File: src/rtl/divider_pkg.sv
// Shared types and defaults for the restoring divider.
// Holds the FSM state encoding and the default operand width.
package divider_pkg;

  localparam int DIV_WIDTH = 4;

  typedef enum logic [1:0] {
    IDLE = 2'd0,
    CALC = 2'd1,
    DONE = 2'd2
  } div_state_t;

endpackage

File: src/rtl/full_adder_4bit.sv
// Ripple-style adder used by the divider as a subtractor.
// carry_out = 1 with inverted b and carry_in = 1 means no borrow.
module full_adder_4bit #(
  parameter int W = 4
) (
  input  logic [W-1:0] a,
  input  logic [W-1:0] b,
  input  logic         carry_in,
  output logic [W-1:0] sum,
  output logic         carry_out
);

  assign {carry_out, sum} = {1'b0, a} + {1'b0, b} + {{W{1'b0}}, carry_in};

endmodule

File: src/rtl/divider_4bit.sv
// Multi-cycle restoring divider, one quotient bit per CALC cycle.
// Divide-by-zero short-circuits straight to DONE with a flag.
module divider_4bit
  import divider_pkg::*;
#(
  parameter int WIDTH = DIV_WIDTH
) (
  input  logic             clk,
  input  logic             rst_n,
  input  logic             start,
  input  logic [WIDTH-1:0] dividend,
  input  logic [WIDTH-1:0] divisor,
  output logic             busy,
  output logic             done,
  output logic [WIDTH-1:0] quotient,
  output logic [WIDTH-1:0] remainder,
  output logic             div_by_zero
);

  localparam int CW = (WIDTH > 1) ? $clog2(WIDTH) : 1;

  div_state_t       state, state_nx;
  logic [CW-1:0]    cnt;
  logic [WIDTH-1:0] dvd;
  logic [WIDTH-1:0] dvs;
  logic [WIDTH-1:0] quo_p;
  logic [WIDTH-1:0] part;
  logic [WIDTH:0]   shifted;
  logic [WIDTH-1:0] diff;
  logic [WIDTH-1:0] part_nx;
  logic [WIDTH-1:0] quo_nx;
  logic             carry;
  logic             take;
  logic             accept;
  logic             last;

  assign accept  = start && (state != CALC);
  assign last    = (cnt == CW'(WIDTH - 1));
  assign shifted = {part, dvd[WIDTH-1]};

  full_adder_4bit #(
    .W(WIDTH)
  ) u_sub (
    .a        (shifted[WIDTH-1:0]),
    .b        (~dvs),
    .carry_in (1'b1),
    .sum      (diff),
    .carry_out(carry)
  );

  // Sign bit of the WIDTH+1-bit trial is ~(shifted msb ^ carry);
  // shifted < 2*divisor rules out overflow, so clear sign => take it.
  assign take    = shifted[WIDTH] ^ carry;
  assign part_nx = take ? diff : shifted[WIDTH-1:0];
  assign quo_nx  = {quo_p[WIDTH-2:0], take};

  assign busy = (state == CALC);
  assign done = (state == DONE);

  always_comb begin
    state_nx = state;
    unique case (state)
      IDLE, DONE: begin
        if (accept)
          state_nx = (divisor == '0) ? DONE : CALC;
        else
          state_nx = IDLE;
      end
      CALC: begin
        if (last)
          state_nx = DONE;
      end
      default: state_nx = IDLE;
    endcase
  end

  always_ff @(posedge clk) begin
    if (!rst_n) begin
      state       <= IDLE;
      cnt         <= '0;
      dvd         <= '0;
      dvs         <= '0;
      quo_p       <= '0;
      part        <= '0;
      quotient    <= '0;
      remainder   <= '0;
      div_by_zero <= 1'b0;
    end else begin
      state <= state_nx;
      if (accept) begin
        cnt   <= '0;
        part  <= '0;
        quo_p <= '0;
        dvd   <= dividend;
        dvs   <= divisor;
        if (divisor == '0) begin
          quotient    <= '1;
          remainder   <= dividend;
          div_by_zero <= 1'b1;
        end
      end else if (state == CALC) begin
        cnt   <= cnt + CW'(1);
        part  <= part_nx;
        quo_p <= quo_nx;
        dvd   <= dvd << 1;
        if (last) begin
          quotient    <= quo_nx;
          remainder   <= part_nx;
          div_by_zero <= 1'b0;
        end
      end
    end
  end

endmodule

File: config.mk
export PLATFORM = sky130hd
export DESIGN_NAME = divider_4bit
export DESIGN_NICKNAME = d
export VERILOG_FILES = /design/src/rtl/divider_pkg.sv /design/src/rtl/full_adder_4bit.sv /design/src/rtl/divider_4bit.sv
export SDC_FILE = /design/constraint.sdc
export NUM_CORES = 1
export LEC_CHECK = 0
export ABC_AREA = 1
export BUFFER_PORTS_ARGS = -buffer_cell sky130_fd_sc_hd__buf_4
export CORE_MARGIN = 8
export CORE_UTILIZATION = 25
export DETAILED_ROUTE_END_ITERATION = 16
export SETUP_SLACK_MARGIN = 0.4
export SLEW_MARGIN = 20
export SYNTH_ARGS = -nofsm -noshare
export SYNTH_HDL_FRONTEND = slang
export SYNTH_SLANG_ARGS = --single-unit
File: constraint.sdc
create_clock -name clk -period 3.9 [get_ports clk]
set_input_delay 0.39 -clock clk [delete_from_list [all_inputs] [get_ports clk]]
set_output_delay 0.39 -clock clk [all_outputs]
set_load 0.02 [all_outputs]
==> results by group, run 1 <==
Setup path
  • Crit path capture type: register
  • Critical Path RT: 4090 ps
  • CP max FO: 6
  • Worst Setup Start Kind: register
  • Setup CP Type: reg2reg
  • Worst path arrival time: 2030 ps

Clocking
  • # clock sinks: 28
  • CTS tree: built
  • Setup repair bufs after CTS: 0
  • Clock slew at reported path FFs: 100 ps
  • Clock buffer depth: 2
  • Post-cts resize count: 0
  • Clk Latency, worst-skew pair: 280 ps
  • H-tree levels: 1
  • CTS root buf: clkbuf_8
  • CTS buffer count: 3
  • CTS Hold Bufs: 0

Drt
  • Residual DRC: 0
  • Mean routed wirelength per cell: 12.1 um
  • DRT Pass-1 Iters: 4
  • Vias per cell: 4.29
  • Initial drt markers: 105
  • Antenna Nets Post-Route: 0
  • Total wire length: 3460 um
  • Via count: 1227

Power and ir drop
  • Sequential Power Share: 0.416
  • Comb power frac: 0.282
  • Pwr Density: 458 nW/um2
  • Net Switching: 250 uW
  • Int Pwr: 529 uW
  • Clk pwr share: 0.303
  • Leakage: 0.000826 uW
  • Worst vdd ir: 0.248 mV
  • Switch share: 0.321

Outcome
  • Status: finished clean

Synth
  • Netlist cell types: 30
  • Synthesized area per cell: 7.28 um2
  • Mapped Cells: 194
  • Post-synth net total: 211
  • Post-synth top area share: 0.397
  • Yosys warns: 0
  • Area of the mapped netlist: 1410 um2
  • Ranking of synthesized cells by area: dfxtp_1 40%, nand2_1 9.6%, inv_1 6.6%
  • Synth Register Bits: 28
  • Register area share after synthesis: 0.397
  • Dominant cell type by area after synthesis: dfxtp_1

STA
  • Hold Vio Cnt, Final: 0
  • Slew @ Worst Pin: 477 ps
  • Fmax: 0.543 GHz
  • RSZ-0062 raised after global routing: no
  • Tcrit/Tclk final: 0.473
  • Worst-case headroom to the max-slew limit: 0.681
  • Worst Hold Slack: 361 ps
  • Setup Skew: 6.54 ps
  • TNS Setup: 0 ps
  • Final Max Slew Viols: 0
  • Period minus WS final: 1840 ps
  • Finish-stage setup viols: 0

Place
  • PortBufs: 21
  • Placed Area: 1630 um2
  • Sum of net half-perimeters after detailed placement: 2610 um
  • Placed Cells: 282
  • Gpl congestion: 0.872

Die
  • Core ar.: 5470 um2
  • Die Wd: 91.2 um
  • Initial core utilization: 0.258
  • FP Rows: 27
  • DIE HEIGHT: 91.2 um
  • Num ports: 22
  • Die area: 8310 um2

Cells and area
  • Final Cell Area: 1700 um2
  • Final nets: 232
  • Share of cells above drive strength 1: 0.192
  • Commonest non-fill, non-tap cell in the layout: nand2_1
  • Final Util: 0.311
  • Diode count: 0
  • Final Non-Filler Cells: 286
  • Most frequent cells in the layout: 36 x nand2_1, 28 x dfxtp_1, 25 x inv_1
  • Area Overhead vs Synth: 20.5%

Global route
  • Largest net degree at the start of global routing: 17
  • Initial antenna violation count: 0
  • Vias in the first global route: 1234
  • Remaining global-route overflow: 0
  • GRT Total Usage: 0.0870
  • Global-route wire length before repair: 5950 um

Job
  • Max-cap violation count: 0

Hold path
  • Hold Path Class: in2reg
[cells by family after synthesis]
group / synth area share
buffers and inverters: 0.0974
adder cells (fa/ha/maj): 0.0585
AO/OA/AOI/OAI: 0.159
flip-flops: 0.397
AND/OR/NAND/NOR: 0.275
XOR/XNOR: 0.0124
[worst max-delay path, cell delays in order (launching register included)]
cell and delay (ps):
dfxtp_1 310, inv_1 90, ha_1 150, inv_1 60, fa_1 410, nand3_1 90
nand3_1 170, nand2_2 170, nand2_1 80, nand2_1 60, nand2_1 50, nand2_1 60
inv_1 40
[routing by layer]
| layer | GRT usage | up-vias | wire length [um] |
|---|---|---|---|
| met1 | 0.114 | 544 | 1810 |
| met2 | 0.134 | 21 | 1470 |
| met3 | 0.0255 | 2 | 157 |
| met4 | 0.0259 | 0 | 19 |
| li1 | - | 660 | - |
| met5 | 0 | - | 0 |
[metrics by stage]
stage          worst slack [ps]  total power (uW)
6_report                   2060               779
5_1_grt                    1860               833
4_1_cts                    2050               790
3_5_place_dp               2060               551
3_3_place_gp               2110               549
2_1_floorplan              2240               488
[state kept, by name, indices dropped and copies added (netlist names)]
name / flops
part: 4
quotient: 4
remainder: 4
state: 2
div_by_zero: 1
quo_p: 3
cnt: 2
dvd: 4
dvs: 4
[cell type report]
type,instances,area [um2]
timing repair buffer,21,158
clock buffer,3,41.3
sequential,28,561
tap,72,90.1
fill,610,3770
inverter,29,109
multi-input combinational,132,714
clock inverter,1,30.0
[path summary, 6_finish.rpt]
kind                            startpoint       to  slack [ps]  cells past startpoint
worst min-delay path            divisor[0]   dvs[0]         360                      3
worst max-delay path                dvd[3]  part[0]        2060                     12
worst min register to register      dvs[2]   dvs[2]         470                      2
worst max register to register      dvd[3]  part[0]        2060                     12
[power groups by stage]
stage	sequential (uW)	combinational (uW)	clock (uW)
2_1_floorplan	341	147	0
3_3_place_gp	331	218	0
3_5_place_dp	331	219	0
4_1_cts	325	221	244
5_1_grt	327	249	256
6_report	324	219	236
[Yosys cell counts (all sizes together)]
library cell / count
nor2: 27
dfxtp: 28
ha: 5
o22ai: 2
clkbuf: 1
buf: 4
o2bb2ai: 1
a22o: 1
nand3: 14
fa: 1
a21oi: 19
xor2: 1
o21ai: 10
a221oi: 1
o21bai: 4
nand2: 42
or2: 2
inv: 29
xnor2: 1
a211oi: 1
(Power assumes the default switching activity.)
==> run 2, diff against run 1 <==
==> constraint.sdc (replaced) <==
create_clock -name clk -period 1.58 [get_ports clk]
set_input_delay 0.158 -clock clk [delete_from_list [all_inputs] [get_ports clk]]
set_output_delay 0.158 -clock clk [all_outputs]
set_load 0.02 [all_outputs]
==> results by group, run 2 (synthesized netlist as in run 1, its figures left out) <==
Cells and area
  • Final Non-Filler Cells: 307 (was 286)
  • Diode count: 0 (unchanged)
  • Most frequent cells in the layout: 35 x buf_4, 27 x nand2_1, 24 x nor2_1 (was 36 x nand2_1, 28 x dfxtp_1, 25 x inv_1)
  • Final Util: 0.379 (was 0.311)
  • Final Cell Area: 2070 um2 (was 1700 um2)
  • Share of cells above drive strength 1: 0.413 (was 0.192)
  • Commonest non-fill, non-tap cell in the layout: buf_4 (was nand2_1)
  • Final nets: 253 (was 232)
  • Area Overhead vs Synth: 46.9% (was 20.5%)

Drt
  • Vias per cell: 4.48 (was 4.29)
  • Total wire length: 3910 um (was 3460 um)
  • Mean routed wirelength per cell: 12.7 um (was 12.1 um)
  • Initial drt markers: 63 (was 105)
  • Via count: 1376 (was 1227)
  • Residual DRC: 0 (unchanged)
  • Antenna Nets Post-Route: 0 (unchanged)
  • DRT Pass-1 Iters: 4 (unchanged)

Outcome
  • Failing checks: negative setup slack
  • Status: complete, but fails checks (was finished clean)

Clocking
  • Clk Latency, worst-skew pair: 280 ps (about the same)
  • Clock buffer depth: 2 (unchanged)
  • CTS root buf: clkbuf_8 (unchanged)
  • H-tree levels: 1 (unchanged)
  • CTS tree: built (unchanged)
  • CTS buffer count: 3 (unchanged)
  • # clock sinks: 28 (unchanged)
  • Clock slew at reported path FFs: 110 ps (was 100 ps)

Power and ir drop
  • Total power: 2170 uW (was 779 uW)
  • Leakage: 0.000971 uW (was 0.000826 uW)
  • Worst vdd ir: 0.530 mV (was 0.248 mV)
  • Pwr Density: 1050 nW/um2 (was 458 nW/um2)

Die
  • Die area: 8310 um2 (unchanged)
  • Initial core utilization: 0.258 (unchanged)
  • Die Wd: 91.2 um (unchanged)
  • Core ar.: 5470 um2 (unchanged)
  • DIE HEIGHT: 91.2 um (unchanged)
  • Num ports: 22 (unchanged)
  • FP Rows: 27 (unchanged)

Setup path
  • Levels on crit path: 11 (was 12)
  • Worst path arrival time: 1880 ps (was 2030 ps)
  • CP max stage delay: 370 ps (was 410 ps)
  • Critical Path RT: 1800 ps (was 4090 ps)
  • Crit-path cells: inv_2 -> ha_4 -> inv_2 -> fa_2 -> nand2_2 -> nand2_2 -> nand3_4 -> nand3_1 -> nand2_2 -> nand2_1 -> a21oi_1 (was inv_1 -> ha_1 -> inv_1 -> fa_1 -> nand3_1 -> nand3_1 -> nand2_2 -> nand2_1 -> nand2_1 -> nand2_1 -> nand2_1 -> inv_1)
  • Reg2Reg Depth: 11 (was 12)
  • Most frequent CP cell: nand2_2 (was nand2_1)
  • CP top delay family: simple AND/OR/NAND/NOR gates (unchanged)
  • CP max FO: 5 (was 6)
  • Slowest CP cell: fa_2 (was fa_1)
  • Crit path capture type: register (unchanged)
  • Setup CP Type: reg2reg (unchanged)
  • Worst Setup Start Kind: register (unchanged)
  • CP bufs+invs: 2 (was 3)

Global route
  • Initial antenna violation count: 0 (unchanged)
  • Global-route wire length before repair: 6290 um (was 5950 um)
  • Largest net degree at the start of global routing: 17 (unchanged)
  • GRT Total Usage: 0.0906 (was 0.0870)
  • Remaining global-route overflow: 0 (unchanged)
  • Vias in the first global route: 1330 (was 1234)

STA
  • Finish-stage setup viols: 9 (was 0)
  • Fin worst setup slack: -82.7 ps (was 2060 ps)
  • RSZ-0062 raised after global routing: yes (was no)
  • Tcrit/Tclk final: 1.05 (was 0.473)
  • Worst-case headroom to the max-slew limit: 0.708 (was 0.681)
  • TNS Setup: -373 ps (was 0 ps)
  • Period minus WS final: 1660 ps (was 1840 ps)
  • Final Max Slew Viols: 0 (unchanged)
  • Slew @ Worst Pin: 438 ps (was 477 ps)
  • Setup Skew: 2.35 ps (was 6.54 ps)
  • Fmax: 0.601 GHz (was 0.543 GHz)
  • Hold Vio Cnt, Final: 0 (unchanged)

Hold path
  • Hold Path Depth: 3 (unchanged)
  • Hold Path Class: in2reg (unchanged)

Place
  • PortBufs: 21 (unchanged)
  • Gpl congestion: 0.852 (was 0.872)
  • Placed Area: 1700 um2 (was 1630 um2)
  • Placed Cells: 287 (was 282)
  • Sum of net half-perimeters after detailed placement: 2650 um (was 2610 um)

Job
  • Max-cap violation count: 0 (unchanged)
[run 2: final timing paths]
kind,start,to,slack (ps)
setup / recovery,dvd[3],remainder[3],-80
hold / removal,divisor[0],dvs[0],130
hold reg to reg,dvs[2],dvs[2],470
setup reg to reg,dvd[3],remainder[3],-80
[run 2: routing by layer]
layer	share of wire	vias up	track usage
met5	0	-	0
met1	0.46	655	0.108
met4	0.0010	0	0.0109
met2	0.50	22	0.162
met3	0.035	2	0.0247
li1	-	697	-
[run 2: per-stage QoR]
step,hold slack [ps],setup WS [ps]
5_1_grt,133,-184
2_1_floorplan,304,22.5
4_1_cts,126,-1.32
6_report,125,-82.7
3_3_place_gp,423,-38.3
3_5_place_dp,431,-55.1
[run 2: layout make-up]
class                      count  area, um2
multi-input combinational    132        876
sequential                    28        571
inverter                      29        116
clock buffer                   3       41.3
timing repair buffer          42        350
clock inverter                 1       30.0
fill                         591       3400
tap                           72       90.1
[run 2: where the power goes]
group | total (uW) | internal [uW] | switching [uW]
clock network | 587 | 340 | 247
registers | 810 | 768 | 42.3
logic | 773 | 337 | 436
total | 2170 | 1440 | 726
[run 2: worst reg2reg max path: stages (launching register included)]
cell,delay [ps]
dfxtp_2,330
inv_2,60
ha_4,120
inv_2,40
fa_2,370
nand2_2,90
nand2_2,60
nand3_4,100
nand3_1,130
nand2_2,110
nand2_1,60
a21oi_1,140
[run 2: timing repair]
action | in CTS | in global routing
buffers inserted | 12 | 4
gates resized for setup | 32 | 17
endpoints found under the setup margin | 18 | 19
hold buffers | 0 | 0
hold endpoints to repair | 0 | 0
pin swaps | 13 | 11
==> run 3, diff against run 2 <==
--- a/config.mk
+++ b/config.mk
@@ -5,10 +5,9 @@
 export SDC_FILE = /design/constraint.sdc
 export NUM_CORES = 1
 export LEC_CHECK = 0
-export ABC_AREA = 1
 export BUFFER_PORTS_ARGS = -buffer_cell sky130_fd_sc_hd__buf_4
 export CORE_MARGIN = 8
-export CORE_UTILIZATION = 25
+export CORE_UTILIZATION = 35
 export DETAILED_ROUTE_END_ITERATION = 16
 export SETUP_SLACK_MARGIN = 0.4
 export SLEW_MARGIN = 20
==> results by group, run 3 <==
Outcome
  • Status: complete, but fails checks (unchanged)
  • Failing checks: negative setup slack (unchanged)

STA
  • Fin worst setup slack: -238 ps (was -82.7 ps)
  • Worst-case headroom to the max-slew limit: 0.688 (was 0.708)
  • Finish-stage setup viols: 10 (was 9)
  • Fmax: 0.550 GHz (was 0.601 GHz)
  • Slew @ Worst Pin: 467 ps (was 438 ps)
  • TNS Setup: -1930 ps (was -373 ps)
  • Final Max Slew Viols: 0 (unchanged)
  • Setup Skew: 4.74 ps (was 2.35 ps)
  • Tcrit/Tclk final: 1.15 (was 1.05)
  • Hold Vio Cnt, Final: 0 (unchanged)
  • RSZ-0062 raised after global routing: yes (unchanged)
  • Worst Hold Slack: 149 ps (was 125 ps)
  • Period minus WS final: 1820 ps (was 1660 ps)

Setup path
  • Setup slack, reg-to-reg: -240 ps (was -80 ps)
  • Worst Setup Start Kind: register (unchanged)
  • Slowest CP cell: fa_2 (unchanged)
  • Crit-path cells: inv_2 -> ha_4 -> inv_2 -> fa_2 -> nand3_2 -> and2_4 -> xnor2_4 -> mux2i_2 -> o22ai_1 (was inv_2 -> ha_4 -> inv_2 -> fa_2 -> nand2_2 -> nand2_2 -> nand3_4 -> nand3_1 -> nand2_2 -> nand2_1 -> a21oi_1)
  • Launch point of the worst reg-to-reg path: dvd[3] (unchanged)
  • Worst path arrival time: 1990 ps (was 1880 ps)
  • R2r endpoint: remainder[2] (was remainder[3])
  • CP max stage delay: 350 ps (was 370 ps)
  • Crit path capture type: register (unchanged)
  • Setup CP Type: reg2reg (unchanged)
  • Critical Path RT: 1750 ps (was 1800 ps)
  • Reg2Reg Depth: 9 (was 11)
  • Most frequent CP cell: inv_2 (was nand2_2)
  • CP max FO: 5 (unchanged)

Drt
  • Mean routed wirelength per cell: 16.5 um (was 12.7 um)
  • Initial drt markers: 134 (was 63)
  • Total wire length: 4370 um (was 3910 um)
  • DRT Pass-1 Iters: 4 (unchanged)
  • Residual DRC: 0 (unchanged)
  • Vias per cell: 5.38 (was 4.48)
  • Antenna Nets Post-Route: 0 (unchanged)
  • Via count: 1425 (was 1376)

Clocking
  • Clock slew at reported path FFs: 100 ps (was 110 ps)
  • CTS buffer count: 3 (unchanged)
  • CTS tree: built (unchanged)
  • CTS root buf: clkbuf_8 (unchanged)
  • Clk Latency, worst-skew pair: 280 ps (about the same)
  • H-tree levels: 1 (unchanged)
  • Clock buffer depth: 2 (unchanged)
  • # clock sinks: 28 (unchanged)

Die
  • Core ar.: 4030 um2 (was 5470 um2)
  • Die area: 6520 um2 (was 8310 um2)
  • Num ports: 22 (unchanged)
  • FP Rows: 23 (was 27)
  • Die Wd: 80.8 um (was 91.2 um)
  • Initial core utilization: 0.364 (was 0.258)
  • DIE HEIGHT: 80.8 um (was 91.2 um)

Synth
  • Post-synth EDFFs: 0 (unchanged)
  • Mapped Cells: 165 (was 194)
  • Area of the mapped netlist: 1470 um2 (was 1410 um2)
  • Commonest cells post-synth: 28 x dfxtp_1, 17 x nor2_1, 13 x a21oi_1, 13 x nand2_1, 9 x inv_1 (was 36 x nand2_1, 28 x dfxtp_1, 25 x inv_1)
  • Fraction of registers with async set or reset after synthesis: 0 (unchanged)
  • Synth Flop Type: dfxtp_1 (unchanged)
  • Dominant cell type by area after synthesis: dfxtp_1 (unchanged)
  • Register area share after synthesis: 0.382 (was 0.397)
  • Synth Register Bits: 28 (unchanged)
  • Netlist cell types: 44 (was 30)
  • Yosys warns: 0 (unchanged)
  • Post-synth top area share: 0.382 (was 0.397)
  • Cell with the most instances after synthesis: dfxtp_1 (was nand2_1)
  • Synthesized area per cell: 8.89 um2 (was 7.28 um2)
  • Post-synth net total: 182 (was 211)
  • Ranking of synthesized cells by area: dfxtp_1 38%, a21oi_1 4.4%, nor2_1 4.3% (was dfxtp_1 40%, nand2_1 9.6%, inv_1 6.6%)

Cells and area
  • Register Area: 567 um2 (was 571 um2)
  • Most frequent cells in the layout: 44 x buf_4, 23 x dfxtp_1, 15 x nor2_1 (was 35 x buf_4, 27 x nand2_1, 24 x nor2_1)
  • Commonest non-fill, non-tap cell in the layout: buf_4 (unchanged)
  • Multi-input logic area: 960 um2 (was 876 um2)
  • Diode count: 0 (unchanged)
  • Area Overhead vs Synth: 50.5% (was 46.9%)
  • Share of cells above drive strength 1: 0.493 (was 0.413)
  • Final Non-Filler Cells: 265 (was 307)
  • Final nets: 233 (was 253)
  • Final Cell Area: 2210 um2 (was 2070 um2)
  • Fillers: 344 (was 591)

Power and ir drop
  • Pwr Density: 923 nW/um2 (was 1050 nW/um2)
  • Comb power frac: 0.334 (was 0.356)
  • Worst vdd ir: 0.517 mV (was 0.530 mV)
  • Sequential Power Share: 0.381 (was 0.373)
  • Switch share: 0.287 (was 0.335)
  • Leakage: 0.000964 uW (was 0.000971 uW)
  • Clk pwr share: 0.285 (was 0.270)
  • Net Switching: 584 uW (was 726 uW)
  • Int Pwr: 1450 uW (was 1440 uW)

Place
  • Placed Cells: 248 (was 287)
  • Placed Area: 1830 um2 (was 1700 um2)
  • PortBufs: 21 (unchanged)
  • Gpl congestion: 0.793 (was 0.852)
  • Sum of net half-perimeters after detailed placement: 2980 um (was 2650 um)
  • Setup slack at placement: -299 ps (was -55.1 ps)

Hold path
  • Hold Path Depth: 3 (unchanged)
  • Hold wc startpoint: divisor[0] (unchanged)
  • Hold Path Class: in2reg (unchanged)
  • Hold path endpoint: dvs[0] (unchanged)

Global route
  • Vias in the first global route: 1428 (was 1330)
  • GRT Total Usage: 0.126 (was 0.0906)
  • Remaining global-route overflow: 0 (unchanged)
  • Initial antenna violation count: 0 (unchanged)
  • Largest net degree at the start of global routing: 23 (was 17)
  • Global-route wire length before repair: 6580 um (was 6290 um)

Job
  • Max-cap violation count: 0 (unchanged)
-- run 3: final cells by class --
| type | count | area share |
|---|---|---|
| clock inverters | 1 | 0.0136 |
| well taps | 50 | 0.0283 |
| clock buffers | 3 | 0.0187 |
| inverters | 9 | 0.0176 |
| repair buffers | 56 | 0.231 |
| multi-input cells | 118 | 0.435 |
| flip-flops and latches | 28 | 0.257 |
-- run 3: worst max path at each step --
stage                         endpoint  cells past startpoint  startpoint  slack [ps]
after global placement    remainder[2]                      9      dvd[3]        -250
final                     remainder[2]                      9      dvd[3]        -240
after detailed placement  remainder[2]                      9      dvd[3]        -300
after global routing           part[2]                      9      dvd[3]        -340
after CTS                      part[2]                      9      dvd[3]        -220
after floorplan           remainder[2]                      9      dvd[3]        -210
-- run 3: logic make-up (layout without fill, tap and decap cells) --
group,Yosys count,after routing,synth area share
AOI/OAI and AO/OA,40,40,0.205
xor gates and xnor gates,3,3,0.0307
adders and majority gates,6,6,0.0563
muxes,5,5,0.0341
DFF,28,28,0.382
buffers and inverters,19,69,0.0537
and+or+nand+nor,64,64,0.239
-- run 3: critical path: cells and delay by family (launching register included) --
kind | cells | cell delay, ps
AOI/OAI and AO/OA | 1 | 100
xor gates and xnor gates | 1 | 150
adders and majority gates | 2 | 480
buffers and inverters | 2 | 100
DFF | 1 | 340
muxes | 1 | 280
and+or+nand+nor | 2 | 270
-- run 3: layer usage --
metal | vias to the layer above | wire length (um) | GRT usage
li1 | 694 | - | -
met1 | 692 | 1940 | 0.150
met2 | 33 | 2170 | 0.220
met3 | 6 | 198 | 0.0287
met4 | 0 | 61 | 0.0357
met5 | - | 0 | 0
-- run 3: timing repair --
action                                  4_1_cts  5_1_grt
gates cloned                                  0        1
pin swaps                                    10       10
setup buffers                                 4        8
hold buffers                                  0        0
resized for setup                            14       29
endpoints found under the setup margin       18       21
-- run 3: power groups by stage --
stage	combinational, uW	clock [uW]	sequential (uW)
2_1_floorplan	317	0	783
3_3_place_gp	505	0	785
3_5_place_dp	519	0	787
4_1_cts	567	587	773
5_1_grt	731	614	780
6_report	681	580	776
-- run 3: through the flow --
step / power (uW) / util
after floorplan: 1100 / -
after global placement: 1290 / 0.455
after detailed placement: 1310 / 0.455
after CTS: 1930 / 0.495
after global routing: 2130 / 0.548
final: 2040 / 0.548
